## src/rtl/pipeif.sv

```systemverilog
// pipeif -- instruction-fetch stage and producer side of the IF/ID interface.
//
// Holds the PC and runs a variable-latency request/acknowledge handshake with
// instruction memory. Fetched words are registered as {dpc4, dinst} for the
// decode stage. Decode steers the next PC (pcsource with bpc/jpc/rpc) and can
// stall the stage (nostall = 0). Branches have a single delay slot.
//
// Ports:
//   clk, clrn        clock (rising edge) and asynchronous active-low reset
//   bpc, jpc, rpc    branch / jump / register-jump targets from decode
//   pcsource         next-PC select: 00 pc+4, 01 bpc, 10 rpc, 11 jpc
//   nostall          decode accepts a new IF/ID word this cycle
//   imem_req/addr    fetch request and word-aligned address (combinational)
//   imem_ack/rdata   fetch completion and instruction word
//   dpc4, dinst      IF/ID register; dinst = 0 is a nop bubble
module pipeif #(
  parameter logic [31:0] RESET_PC = 32'h0000_0000
) (
  input  logic        clk,
  input  logic        clrn,
  input  logic [31:0] bpc,
  input  logic [31:0] jpc,
  input  logic [31:0] rpc,
  input  logic [1:0]  pcsource,
  input  logic        nostall,
  output logic        imem_req,
  output logic [31:0] imem_addr,
  input  logic        imem_ack,
  input  logic [31:0] imem_rdata,
  output logic [31:0] dpc4,
  output logic [31:0] dinst
);

  typedef enum logic {
    FETCH = 1'b0,
    HOLD  = 1'b1
  } state_t;

  state_t      state_q, state_d;
  logic [31:0] pc_q, pc_d;
  logic [31:0] hold_inst_q, hold_inst_d;
  logic [31:0] hold_pc4_q, hold_pc4_d;
  logic        redir_valid_q, redir_valid_d;
  logic [31:0] redir_pc_q, redir_pc_d;
  logic [31:0] dpc4_q, dpc4_d;
  logic [31:0] dinst_q, dinst_d;

  logic [31:0] pc4;
  logic [31:0] npc;
  logic [31:0] next_pc;

  assign pc4 = pc_q + 32'd4;

  always_comb begin
    npc = pc4;
    case (pcsource)
      2'b00:   npc = pc4;
      2'b01:   npc = bpc;
      2'b10:   npc = rpc;
      default: npc = jpc;
    endcase
  end

  // A redirect captured during a bubble outranks whatever decode drives now.
  assign next_pc = redir_valid_q ? redir_pc_q : npc;

  // The request is gated by clrn so it drops the moment reset asserts.
  assign imem_req  = clrn && (state_q == FETCH);
  assign imem_addr = pc_q;
  assign dpc4      = dpc4_q;
  assign dinst     = dinst_q;

  always_comb begin
    state_d       = state_q;
    pc_d          = pc_q;
    hold_inst_d   = hold_inst_q;
    hold_pc4_d    = hold_pc4_q;
    redir_valid_d = redir_valid_q;
    redir_pc_d    = redir_pc_q;
    dpc4_d        = dpc4_q;
    dinst_d       = dinst_q;

    case (state_q)
      FETCH: begin
        if (imem_ack) begin
          if (nostall) begin
            dpc4_d        = pc4;
            dinst_d       = imem_rdata;
            pc_d          = next_pc;
            redir_valid_d = 1'b0;
          end else begin
            // Decode is stalled: park the word until it is accepted.
            hold_inst_d = imem_rdata;
            hold_pc4_d  = pc4;
            state_d     = HOLD;
          end
        end else if (nostall) begin
          // Bubble. A branch leaving decode now would be lost, so its target
          // is kept for the delay-slot fetch still in flight.
          dinst_d = 32'd0;
          if ((pcsource != 2'b00) && !redir_valid_q) begin
            redir_valid_d = 1'b1;
            redir_pc_d    = npc;
          end
        end
      end
      HOLD: begin
        if (nostall) begin
          dpc4_d        = hold_pc4_q;
          dinst_d       = hold_inst_q;
          pc_d          = next_pc;
          redir_valid_d = 1'b0;
          state_d       = FETCH;
        end
      end
      default: state_d = FETCH;
    endcase
  end

  always_ff @(posedge clk or negedge clrn) begin
    if (!clrn) begin
      state_q       <= FETCH;
      pc_q          <= RESET_PC;
      hold_inst_q   <= 32'd0;
      hold_pc4_q    <= 32'd0;
      redir_valid_q <= 1'b0;
      redir_pc_q    <= 32'd0;
      dpc4_q        <= 32'd0;
      dinst_q       <= 32'd0;
    end else begin
      state_q       <= state_d;
      pc_q          <= pc_d;
      hold_inst_q   <= hold_inst_d;
      hold_pc4_q    <= hold_pc4_d;
      redir_valid_q <= redir_valid_d;
      redir_pc_q    <= redir_pc_d;
      dpc4_q        <= dpc4_d;
      dinst_q       <= dinst_d;
    end
  end

endmodule

```

## config.mk

```make
export PLATFORM = sky130hd
export DESIGN_NAME = pipeif
export DESIGN_NICKNAME = d
export VERILOG_FILES = /design/src/rtl/pipeif.sv
export SDC_FILE = /design/constraint.sdc
export NUM_CORES = 1
export LEC_CHECK = 0
export ABC_AREA = 1
export BUFFER_PORTS_ARGS = -buffer_cell sky130_fd_sc_hd__buf_2
export CAP_MARGIN = 20
export CELL_PAD_IN_SITES_DETAIL_PLACEMENT = 0
export CELL_PAD_IN_SITES_GLOBAL_PLACEMENT = 1
export CORE_MARGIN = 1.5
export CORE_UTILIZATION = 42
export CTS_CLUSTER_DIAMETER = 30
export CTS_CLUSTER_SIZE = 14
export DETAILED_ROUTE_END_ITERATION = 7
export GPL_ROUTABILITY_DRIVEN = 0
export MAX_ROUTING_LAYER = met4
export PLACE_DENSITY_LB_ADDON = 0.1
export SLEW_MARGIN = 20
export SYNTH_ARGS = -nofsm -noshare
export SYNTH_HDL_FRONTEND = slang
export SYNTH_SLANG_ARGS = --single-unit
export TNS_END_PERCENT = 50
```

## constraint.sdc

```tcl
create_clock -name clk -period 4.3 [get_ports clk]
set_input_delay 0.86 -clock clk [delete_from_list [all_inputs] [get_ports clk]]
set_output_delay 0.86 -clock clk [all_outputs]
set_load 0.01 [all_outputs]
```

-- Word level (Yosys, flattened, before mapping)
Cells that the tools add are included.
- input bits: 134
- logic and storage cells: 51
- output and inout bits: 97
- register bits after elaboration: 194
- bitwise operators: 3
- equality and inequality tests: 7
- add/sub/neg operators: 1
- reductions and logical operators: 10
- multiplexer cells: 22
- operators with widths (kind ; number):
    32-bit 2-to-1 mux ; 10
    32-bit one-hot mux with 2 select lines ; 3
    32-bit one-hot mux with 3 select lines ; 1
    32-bit by 3-bit adder with 32-bit output, second input constant ; 1
    1-bit 2-to-1 mux ; 6
    2-bit != test, second input constant ; 3
    3-bit AND reduction ; 2
    1-bit one-hot mux with 2 select lines ; 2
    2-bit AND reduction ; 2
    4-bit AND reduction ; 1
    3-bit by 2-bit != test with 1-bit output, second input constant ; 1
    3-bit != test, second input constant ; 1
    1-bit inverter ; 3
    2-bit by 1-bit == test with 1-bit output, second input constant ; 1
    2-bit == test, second input constant ; 1
    1-bit logical AND ; 2
    2-bit logical NOT ; 1
    2-bit nonzero test ; 1
    1-bit logical NOT ; 1

-- Logic depth before layout (Yosys ltp)
Gate-level depths: netlist of the first run.
- word-level depth: 6
- mapped depth: 12

-- Least setup slack after synthesis of the first run
No wires, ideal clock.
- kind: input to output
- from: input clrn
- to: output imem_req
- stages on the path: 2
- buffers on the path: 0
- arrival time: 1.038 ns
- setup slack: 2.402 ns
- path through: inv_1 -> nor2_1
- word-level cells in the longest chain between the ends: 1
- RTL lines (what ; RTL line ; text):
    start, declared ; 20 ; input logic clrn,
    1-bit logical AND ; 68 ; assign imem_req = clrn && (state_q == FETCH);
    end, declared ; 26 ; output logic imem_req,
Every way passes these cells.

-- Final worst setup path of the first run
- from: register state_q
- to: register dinst_q[28] (netlist: dinst[28])
- word-level cells in the longest chain between the ends: 3
- RTL lines (what ; RTL line ; text):
    start, declared ; 39 ; state_t state_q, state_d;
    start signal, assigned ; 131 ; state_q <= state_d;
    1-bit inverter (no source line) ; n/a ;
    2-bit != test (no source line) ; n/a ;
    2-bit AND reduction (no source line) ; n/a ;
    end signal, assigned ; 138 ; dinst_q <= dinst_d;
    end, declared ; 46 ; logic [31:0] dinst_q, dinst_d;
Several ways; a longest one is shown, not always the timed one.
A chain may end at the register's enable or synchronous reset.

==> metrics.csv, run 1 <==
stage,metric,value,unit
critical_path,WP data required,4590,ps
critical_path,WP data arrival,3260,ps
final_layout,Nets,1644,
routing,TritonRoute pass-1 iters,5,
final_layout,fin cells,1840,
routing,WL final,28400,um
critical_path,crit-path cells,inv_2 > nand2_1 > clkinv_1 > a22oi_1 > o21ai_0,
synth,synthesized area,10000,sq um
pwr,PD cells,449,nW/um^2
die,chip width,158,um
critical_path,crit-path leading delay family,buffers and inverters,
global_routing,total global routing overflow,0,
synth,Post-synth EDFFs,0,
timing,Tightest Pin Transition,997,ps
critical_path,element type at the critical path end,flop,
clock_tree,clk slew on worst S/H paths,80,ps
pwr,VDD IR max,0.204,mV
die,Rows,56,
synth,largest cells by area after synthesis,"dfrtp_1 (48%), nand2_1 (20%), nand3_1 (3.9%)",
synth,ys async rst share,100,%
final_layout,Layout area overhead,19.7,%
timing,hold slack,429,ps
global_routing,global-route wire length before repair,45700,um
synth,"area leader, netlist",dfrtp_1,
final_layout,# fillers,2383,
timing,Final setup violation count,0,
die,starting density of the core,42.7,%
routing,vias,9132,
final_layout,Ant. Diodes,0,
synth,distinct cell type count after synthesis,36,
synth,Post-synth top flop,dfrtp_1,
global_routing,largest net degree at the start of global routing,121,
synth,simple-gate portion of the synthesized area,32.9,%
global_routing,vias in the first global route,8426,
timing,Tmin final,2970,ps
routing,DR iter-0 viols,767,
synth,Synth Area in XOR/XNOR,1.83,%
die,IO Pins,231,
synth,Yosys top cell area share,48.4,%
clock_tree,Inserted Clock Buffers,17,
routing,top sig layer,met4,
routing,met1 wire length,14200,um
critical_path,worst path buffer plus inverter count,2,
synth,post-synthesis cell count,1322,
critical_path,crit-path max cell delay,810,ps
routing,wire length per cell,15.5,um
placed_design,dpl hpwl,19500,um
timing,RSZ-0062 raised after global routing,no,
synth,post-synthesis adder-cell area fraction,0.125,%
hold_path,Hold Crit Class,in -> async,
critical_path,Worst Setup Start Kind,flop,
routing,met2 WL,12800,um
clock_tree,CTS root buf,clkbuf_16,
pwr,LEAKAGE,6.20,nW
synth,syn nets,1457,
clock_tree,CTS tree,yes,
timing,Clock Skew,17.1,ps
synth,sequential area share after synthesis,48.4,%
die,Die H,158,um
timing,final hold vios,0,
clock_tree,clock sink count,194,
synth,largest family of logic cells by synthesized area,simple AND/OR/NAND/NOR gates,
critical_path,Critical path origin,state_q,
critical_path,Worst path slowest cell,clkinv_1,
timing,setup TNS,0,ps
critical_path,R2R Path Start,state_q,
clock_tree,clk buf depth,2,
global_routing,antenna violations before repair,0,
critical_path,CP max FO,33,
synth,Ys Warns,0,
die,total core area,23500,sq um
timing,Fmax,0.337,GHz
routing,DR DRC count,0,
synth,compound-gate portion of the synthesized area,10.8,%
run,number of max-cap violations,0,
status,status,"finished, final reports clean",
die,Die ar.,24800,sq um
timing,max_slew headroom,33.2,%
placed_design,dpl cells,1809,
final_layout,share of cells above drive strength 1,22.7,%
synth,mux contribution to synthesized area,0,%
clock_tree,Worst-Skew Late Latency,440,ps
placed_design,port bufs,230,
timing,fin crit share,69.1,%
clock_tree,CTS H-tree depth,4,
critical_path,critical path class,reg -> reg,
routing,Routed Antenna Nets,0,
routing,vias per std cell,4.96,
clock_tree,hold buffers post-CTS,0,
timing,Max Slew Vio Count,0,
synth,Post-Syn Area per Cell,7.59,sq um
synth,"flops & latches, synth",194,
routing,metal3 WL,1280,um
clock_tree,setup bufs post-CTS,0,
global_routing,Total GRT Usage,24.3,%
clock_tree,CTS-repair resized insts,0,
==> metal layers <==
| layer | GRT usage (%) | vias up |
|---|---|---|
| li1 | - | 4618 |
| met3 | 3.28 | 8 |
| met2 | 36.7 | 238 |
| met1 | 35.2 | 4268 |
| met4 | 4.36 | 0 |
| met5 | - | - |
==> logic make-up (layout without fill, tap and decap cells) <==
group | Yosys count | in the layout
adders and majority gates | 1 | 1
and+or+nand+nor | 776 | 776
DFF | 194 | 194
AOI/OAI and AO/OA | 188 | 188
xor gates and xnor gates | 15 | 15
buffers and inverters | 148 | 347
==> cell type report <==
type	instances	area (sq um)	area share, %
sequential	194	4860	40.4
multi-input combinational	980	4600	38.3
timing repair buffer	244	1300	10.8
clock buffer	17	425	3.54
tap	319	399	3.32
inverter	72	270	2.25
clock inverter	14	150	1.25
==> synthesized netlist by cell type (9+ instances only) <==
cell type and count:
inv_1 65, buf_2 22, a21oi_1 78, nand4_1 27
nand2_2 21, a22oi_1 33, clkbuf_1 47, dfrtp_1 194
o21ai_0 42, nand2_1 533, nor2_1 85, o21ai_1 14
nor2_2 9, nand3_1 79
==> power breakdown <==
group / total (mW) / switching, mW / internal [mW]
logic: 1.32 / 0.815 / 0.502
clock network: 1.58 / 0.767 / 0.817
registers: 2.49 / 0.283 / 2.21
==> stage by stage <==
stage | total power [mW] | instance area, sq um | setup slack, ps | util, %
3_5_place_dp | 3.85 | 11400 | 1450 | 48.7
4_1_cts | 5.44 | 12000 | 1450 | 51.1
6_report | 5.39 | 12000 | 1330 | 51.1
2_1_floorplan | 3.29 | 10000 | 2400 | -
3_3_place_gp | 3.83 | 11400 | 1510 | 48.7
5_1_grt | 5.73 | 12000 | 1020 | 51.1
==> path summary, 6_finish.rpt <==
check | endpoint | slack (ps) | depth (start not counted)
worst max-delay path | dinst[28] | 1330 | 5
worst min-delay path | dinst[23] | 430 | 1
worst min register to register | hold_inst_q[31] | 480 | 2
min in group clk | hold_inst_q[31] | 480 | 2
max in group asynchronous | state_q | 2800 | 2
worst max register to register | dinst[28] | 1330 | 5
==> worst register-to-register path, cell delays in order (launching register included) <==
cell and delay (ps):
dfrtp_2 760, inv_2 450, nand2_1 260, clkinv_1 810
a22oi_1 430, o21ai_0 120
==> sequential cells by signal (all words and copies together) (netlist names) <==
name,count
dinst,32
dpc4,32
hold_inst_q,32
hold_pc4_q,32
imem_addr,32
redir_pc_q,32
redir_valid_q,1
state_q,1
==> layout by cell type, fill, tap and decap left out, types with 2 or more instances in the layout <==
cell type and n:
nand2_1 533, buf_2 229, dfrtp_1 193, nor2_1 83
nand3_1 79, a21oi_1 78, inv_1 64, o21ai_0 42
a22oi_1 33, nand4_1 27, nand2_2 21, clkbuf_16 17
o21ai_1 14, buf_4 11, nor2_2 9, nor2_4 9
o21ai_2 7, xor2_1 6, inv_2 6, xor2_2 6
o22ai_1 5, nand3b_1 4, a31oi_1 4, inv_6 4
and2_1 3, nand3_2 3, a41oi_1 3, clkinvlp_4 3
buf_12 3, xnor2_1 2, nand2_4 2, nor2_8 2
clkinv_1 2, clkinv_2 2, clkinv_8 2
Power figures use the tool's default switching activity.
==> run 2, diff against run 1 <==
--- a/config.mk
+++ b/config.mk
@@ -5,13 +5,13 @@
 export SDC_FILE = /design/constraint.sdc
 export NUM_CORES = 1
 export LEC_CHECK = 0
-export ABC_AREA = 1
+export ABC_AREA = 0
 export BUFFER_PORTS_ARGS = -buffer_cell sky130_fd_sc_hd__buf_2
 export CAP_MARGIN = 20
 export CELL_PAD_IN_SITES_DETAIL_PLACEMENT = 0
 export CELL_PAD_IN_SITES_GLOBAL_PLACEMENT = 1
 export CORE_MARGIN = 1.5
-export CORE_UTILIZATION = 42
+export CORE_UTILIZATION = 36
 export CTS_CLUSTER_DIAMETER = 30
 export CTS_CLUSTER_SIZE = 14
 export DETAILED_ROUTE_END_ITERATION = 7
==> constraint.sdc (replaced) <==
create_clock -name clk -period 2.6 [get_ports clk]
set_input_delay 0.52 -clock clk [delete_from_list [all_inputs] [get_ports clk]]
set_output_delay 0.52 -clock clk [all_outputs]
set_load 0.01 [all_outputs]
==> metrics.csv, run 2 <==
stage,metric,value,unit
pwr,VDD IR max,0.401,mV
synth,Post-synth EDFFs,0,
final_layout,Ant. Diodes,0,
synth,syn nets,1158,
final_layout,"commonest non-fill, non-tap cells in the layout","nand2_1 (258), buf_2 (229), dfrtp_1 (193), o21ai_0 (92)",
timing,Final setup violation count,0,
synth,largest cells by area after synthesis,"dfrtp_1 (52%), nand2_1 (10%), o21ai_0 (4.9%)",
synth,most frequent cell after synthesis,nand2_1,
run,number of max-cap violations,0,
clock_tree,clk buf depth,2,
synth,Post-synth top flop,dfrtp_1,
global_routing,Total GRT Usage,23.6,%
die,Die ar.,27000,sq um
final_layout,share of cells above drive strength 1,27.7,%
synth,distinct cell type count after synthesis,52,
synth,Synth top cells by count,"nand2_1 (258), dfrtp_1 (194), o21ai_0 (92)",
routing,Routed Antenna Nets,0,
global_routing,global-route wire length before repair,46700,um
timing,Clock Skew,16.4,ps
placed_design,dpl cells,1544,
synth,sequential area share after synthesis,51.8,%
clock_tree,CTS root buf,clkbuf_16,
global_routing,vias in the first global route,7858,
final_layout,# fillers,2548,
timing,final hold vios,0,
timing,Max Slew Vio Count,0,
critical_path,element type at the critical path end,flop,
global_routing,total global routing overflow,0,
die,IO Pins,231,
timing,max_slew headroom,55.0,%
die,starting density of the core,37.0,%
die,Rows,58,
die,Die H,164,um
routing,vias per std cell,5.17,
clock_tree,CTS tree,yes,
final_layout,"most common cell after layout, fill and taps aside",nand2_1,
pwr,LEAKAGE,5.64,nW
global_routing,largest net degree at the start of global routing,110,
synth,ys async rst share,100,%
placed_design,port bufs,230,
timing,setup ws final,198,ps
placed_design,dpl hpwl,21100,um
routing,wire length per cell,18.9,um
routing,DR DRC count,0,
final_layout,Nets,1370,
timing,RSZ-0062 raised after global routing,no,
routing,DR iter-0 viols,540,
die,total core area,25300,sq um
critical_path,CP max FO,7,
clock_tree,clk slew on worst S/H paths,90,ps
synth,Yosys top cell area share,51.8,%
final_layout,fin cells,1577,
timing,Tightest Pin Transition,673,ps
status,status,"finished, final reports clean",
synth,synthesized area,9370,sq um
timing,hold slack,291,ps
timing,setup TNS,0,ps
final_layout,Layout area overhead,24.2,%
clock_tree,clock sink count,194,
synth,"area leader, netlist",dfrtp_1,
clock_tree,CTS H-tree depth,4,
critical_path,critical path class,reg -> reg,
clock_tree,Worst-Skew Late Latency,440,ps
final_layout,Sequential Area,4860,sq um
timing,fin crit share,92.4,%
routing,WL final,29900,um
timing,Fmax,0.416,GHz
die,chip width,164,um
synth,Post-Syn Area per Cell,9.15,sq um
hold_path,Hold Crit Class,in -> reg,
clock_tree,setup bufs post-CTS,0,
critical_path,Worst Setup Start Kind,flop,
critical_path,WP data arrival,2730,ps
routing,vias,8152,
placed_design,"worst slack, placed",215,ps
pwr,PD cells,785,nW/um^2
routing,TritonRoute pass-1 iters,6,
critical_path,WP data required,2930,ps
synth,Ys Warns,0,
final_layout,area of the multi-input gates,4200,sq um
global_routing,antenna violations before repair,0,
timing,Tmin final,2400,ps
clock_tree,Inserted Clock Buffers,17,
synth,"flops & latches, synth",194,
synth,post-synthesis cell count,1023,
==> run 2: cells by family after synthesis <==
group	synth area share, %
compound gates	15.8
xor+xnor	2.90
fa+ha+maj	0.134
buf+inv	3.73
flops	51.8
mux	6.39
simple gates	19.3
==> run 2: layer usage <==
metal	GRT usage [%]	wire length, um
met1	33.6	14300
met5	-	0
met3	2.98	1420
met2	35.8	13800
met4	5.25	382
==> run 2: stage by stage <==
step                instance area (sq um)  total power, mW  utilization, %
finish                              11600             9.13            45.9
global route                        11600             9.70            45.9
CTS                                 11600             9.23            45.8
detailed placement                  11000             6.54            43.5
global placement                    11000             6.51            43.5
floorplan                            9370             5.44               -
==> run 2: final timing paths <==
check                               start  slack, ps         endpoint  cells past startpoint
setup / recovery             imem_addr[3]        200    imem_addr[30]                      7
hold / removal             imem_rdata[29]        290  hold_inst_q[29]                      3
setup reg to reg             imem_addr[3]        200    imem_addr[30]                      7
hold reg to reg                  dpc4[10]        470         dpc4[10]                      2
max in group asynchronous            clrn       1080    imem_addr[28]                      3
min in group asynchronous            clrn        560         dpc4[10]                      2
==> run 2: layout make-up <==
class / instances / area share (%)
multi-input cells: 742 / 36.1
flip-flops and latches: 194 / 41.8
clock inverters: 13 / 1.28
well taps: 330 / 3.55
clock buffers: 18 / 3.69
repair buffers: 272 / 13.3
inverters: 8 / 0.258
==> run 2: worst max-delay path: stages, from the launching register on <==
cell and delay, ps:
dfrtp_1 430, ha_1 260, and4_4 290, nand4_4 200, nor4_1 390, xnor2_1 250
a31oi_1 160, a221o_1 330
==> run 2: power by group <==
group / switching [mW] / internal (mW) / total [mW]
logic: 1.31 / 0.947 / 2.26
registers: 0.522 / 3.68 / 4.21
clock network: 1.30 / 1.36 / 2.66
==> run 2: what timing repair did <==
action                     4_1_cts  5_1_grt
gates resized for setup          0        1
hold endpoints to repair         4        0
setup endpoints to repair        0        1
hold buffers                     1        0
==> run 3, diff against run 2 <==
--- a/config.mk
+++ b/config.mk
@@ -11,7 +11,8 @@
 export CELL_PAD_IN_SITES_DETAIL_PLACEMENT = 0
 export CELL_PAD_IN_SITES_GLOBAL_PLACEMENT = 1
 export CORE_MARGIN = 1.5
-export CORE_UTILIZATION = 36
+export CORE_UTILIZATION = 37
+export CTS_BUF_LIST = sky130_fd_sc_hd__clkbuf_8
 export CTS_CLUSTER_DIAMETER = 30
 export CTS_CLUSTER_SIZE = 14
 export DETAILED_ROUTE_END_ITERATION = 7
==> metrics.csv, run 3 (synthesized netlist as in run 2, its figures left out) <==
stage,metric,value,unit
global_routing,total global routing overflow,0,
placed_design,port bufs,230,
routing,DR DRC count,0,
global_routing,GRT Max-Usage Layer,met2,
final_layout,Nets,1364,
pwr,VDD IR max,0.355,mV
status,status,"finished, final reports clean",
hold_path,Hold Crit Class,in -> async,
critical_path,CP max FO,7,
clock_tree,setup bufs post-CTS,0,
clock_tree,clock sink count,194,
pwr,power share of the clock group,22.8,%
critical_path,WP data arrival,2720,ps
global_routing,global-route wire length before repair,45400,um
timing,setup ws final,228,ps
critical_path,critical path class,reg -> reg,
clock_tree,clk buf depth,2,
clock_tree,clk slew on worst S/H paths,110,ps
clock_tree,hold buffers post-CTS,0,
routing,WL final,28900,um
pwr,Comb power frac,26.9,%
critical_path,worst path buffer plus inverter count,0,
final_layout,share of cells above drive strength 1,27.4,%
die,Die H,162,um
pwr,switching share of power,35.8,%
global_routing,vias in the first global route,7817,
routing,vias,8054,
timing,Fmax,0.422,GHz
timing,Max Slew Vio Count,0,
clock_tree,CTS H-tree depth,4,
global_routing,Total GRT Usage,23.3,%
global_routing,met1 usage,32.8,%
pwr,Psw,2.99,mW
timing,Tmin final,2370,ps
timing,Clock Skew,20.3,ps
routing,wire length per cell,18.4,um
die,total core area,25000,sq um
critical_path,WP depth,7,
run,number of max-cap violations,0,
timing,final hold vios,0,
global_routing,antenna violations before repair,0,
clock_tree,CTS-repair resized insts,0,
clock_tree,Inserted Clock Buffers,17,
critical_path,WP data required,2950,ps
routing,Routed Antenna Nets,0,
routing,TritonRoute pass-1 iters,5,
global_routing,largest net degree at the start of global routing,151,
critical_path,crit-path cells,ha_1 > and4_4 > nand4_4 > nor4_1 > xnor2_1 > a31oi_1 > a221o_1,
critical_path,Worst path slowest cell,dfrtp_1,
timing,Final setup violation count,0,
timing,max_slew headroom,39.9,%
timing,fin crit share,91.2,%
critical_path,R2R depth,7,
final_layout,Layout area overhead,21.3,%
pwr,LEAKAGE,5.52,nW
die,IO Pins,231,
critical_path,crit-path max cell delay,440,ps
timing,RSZ-0062 raised after global routing,no,
timing,Tightest Pin Transition,898,ps
routing,DR iter-0 viols,650,
timing,setup TNS,0,ps
pwr,share of power burned in registers,50.3,%
routing,vias per std cell,5.13,
global_routing,grt met3 use,3.96,%
die,starting density of the core,37.4,%
placed_design,dpl hpwl,20400,um
clock_tree,Worst-Skew Late Latency,460,ps
global_routing,routing usage on met2,35.3,%
critical_path,crit-path leading delay family,simple AND/OR/NAND/NOR gates,
pwr,PD cells,733,nW/um^2
final_layout,"commonest non-fill, non-tap cells in the layout","nand2_1 (258), buf_2 (229), dfrtp_1 (193), o21ai_0 (92)",
die,chip width,162,um
clock_tree,CTS root buf,clkbuf_8,
pwr,Int Pwr,5.34,mW
clock_tree,CTS tree,yes,
die,Rows,58,
final_layout,"most common cell after layout, fill and taps aside",nand2_1,
final_layout,Ant. Diodes,0,
die,Die ar.,26300,sq um
critical_path,element type at the critical path end,flop,
critical_path,Worst Setup Start Kind,flop,
placed_design,"worst slack, placed",275,ps
## run 3: cell types whose count changed in the layout (fill, tap and decap cells not counted), sizes merged
cell,before,now
dlygate4sd3,1,0
buf,270,265
inv,13,14
bufinv,1,0
clkinv,6,5
## run 3: worst paths after layout
check	from	endpoint	slack, ps
setup reg to reg	imem_addr[3]	imem_addr[30]	230
max in group asynchronous	clrn	state_q	1710
hold reg to reg	redir_pc_q[15]	redir_pc_q[15]	480
setup / recovery	imem_addr[3]	imem_addr[30]	230
min in group clk	imem_rdata[27]	hold_inst_q[27]	260
hold / removal	clrn	dpc4[11]	180
## run 3: layout make-up
class	count	area, sq um
clock buffers	18	248
clock inverters	12	116
fillers	2581	13700
inverters	8	30.0
multi-input cells	742	4190
flip-flops and latches	194	4860
well taps	330	413
repair buffers	266	1510
## run 3: per-layer routing
metal  vias to the layer above  part of all wire (%)
met1                      3831                    48
li1                       3947                     -
met3                        18                   5.8
met5                         -                     0
met4                         0                   1.1
met2                       258                    45
## run 3: worst reg2reg max path, delay by kind of cell, from the launching register on
family | cells | cell delay (ps)
compound gates | 2 | 480
xor+xnor | 1 | 220
flops | 1 | 440
simple gates | 3 | 850
fa+ha+maj | 1 | 260
## run 3: per-stage QoR
stage	utilization, %	power [mW]	instance area, sq um	std cells	hold slack [ps]
final	45.4	8.33	11400	1570	176
after global placement	43.9	6.49	11000	1540	453
after detailed placement	43.9	6.51	11000	1540	462
after CTS	45.4	8.43	11400	1570	178
after global routing	45.4	8.88	11400	1570	192
after floorplan	-	5.44	9370	1023	224
## run 3: power by group through the flow
stage / Sequential (mW) / Clock [mW] / Combinational (mW)
floorplan: 4.26 / 0 / 1.18
global placement: 4.24 / 0 / 2.25
detailed placement: 4.25 / 0 / 2.27
CTS: 4.19 / 1.97 / 2.27
global route: 4.29 / 2.08 / 2.51
finish: 4.19 / 1.90 / 2.24
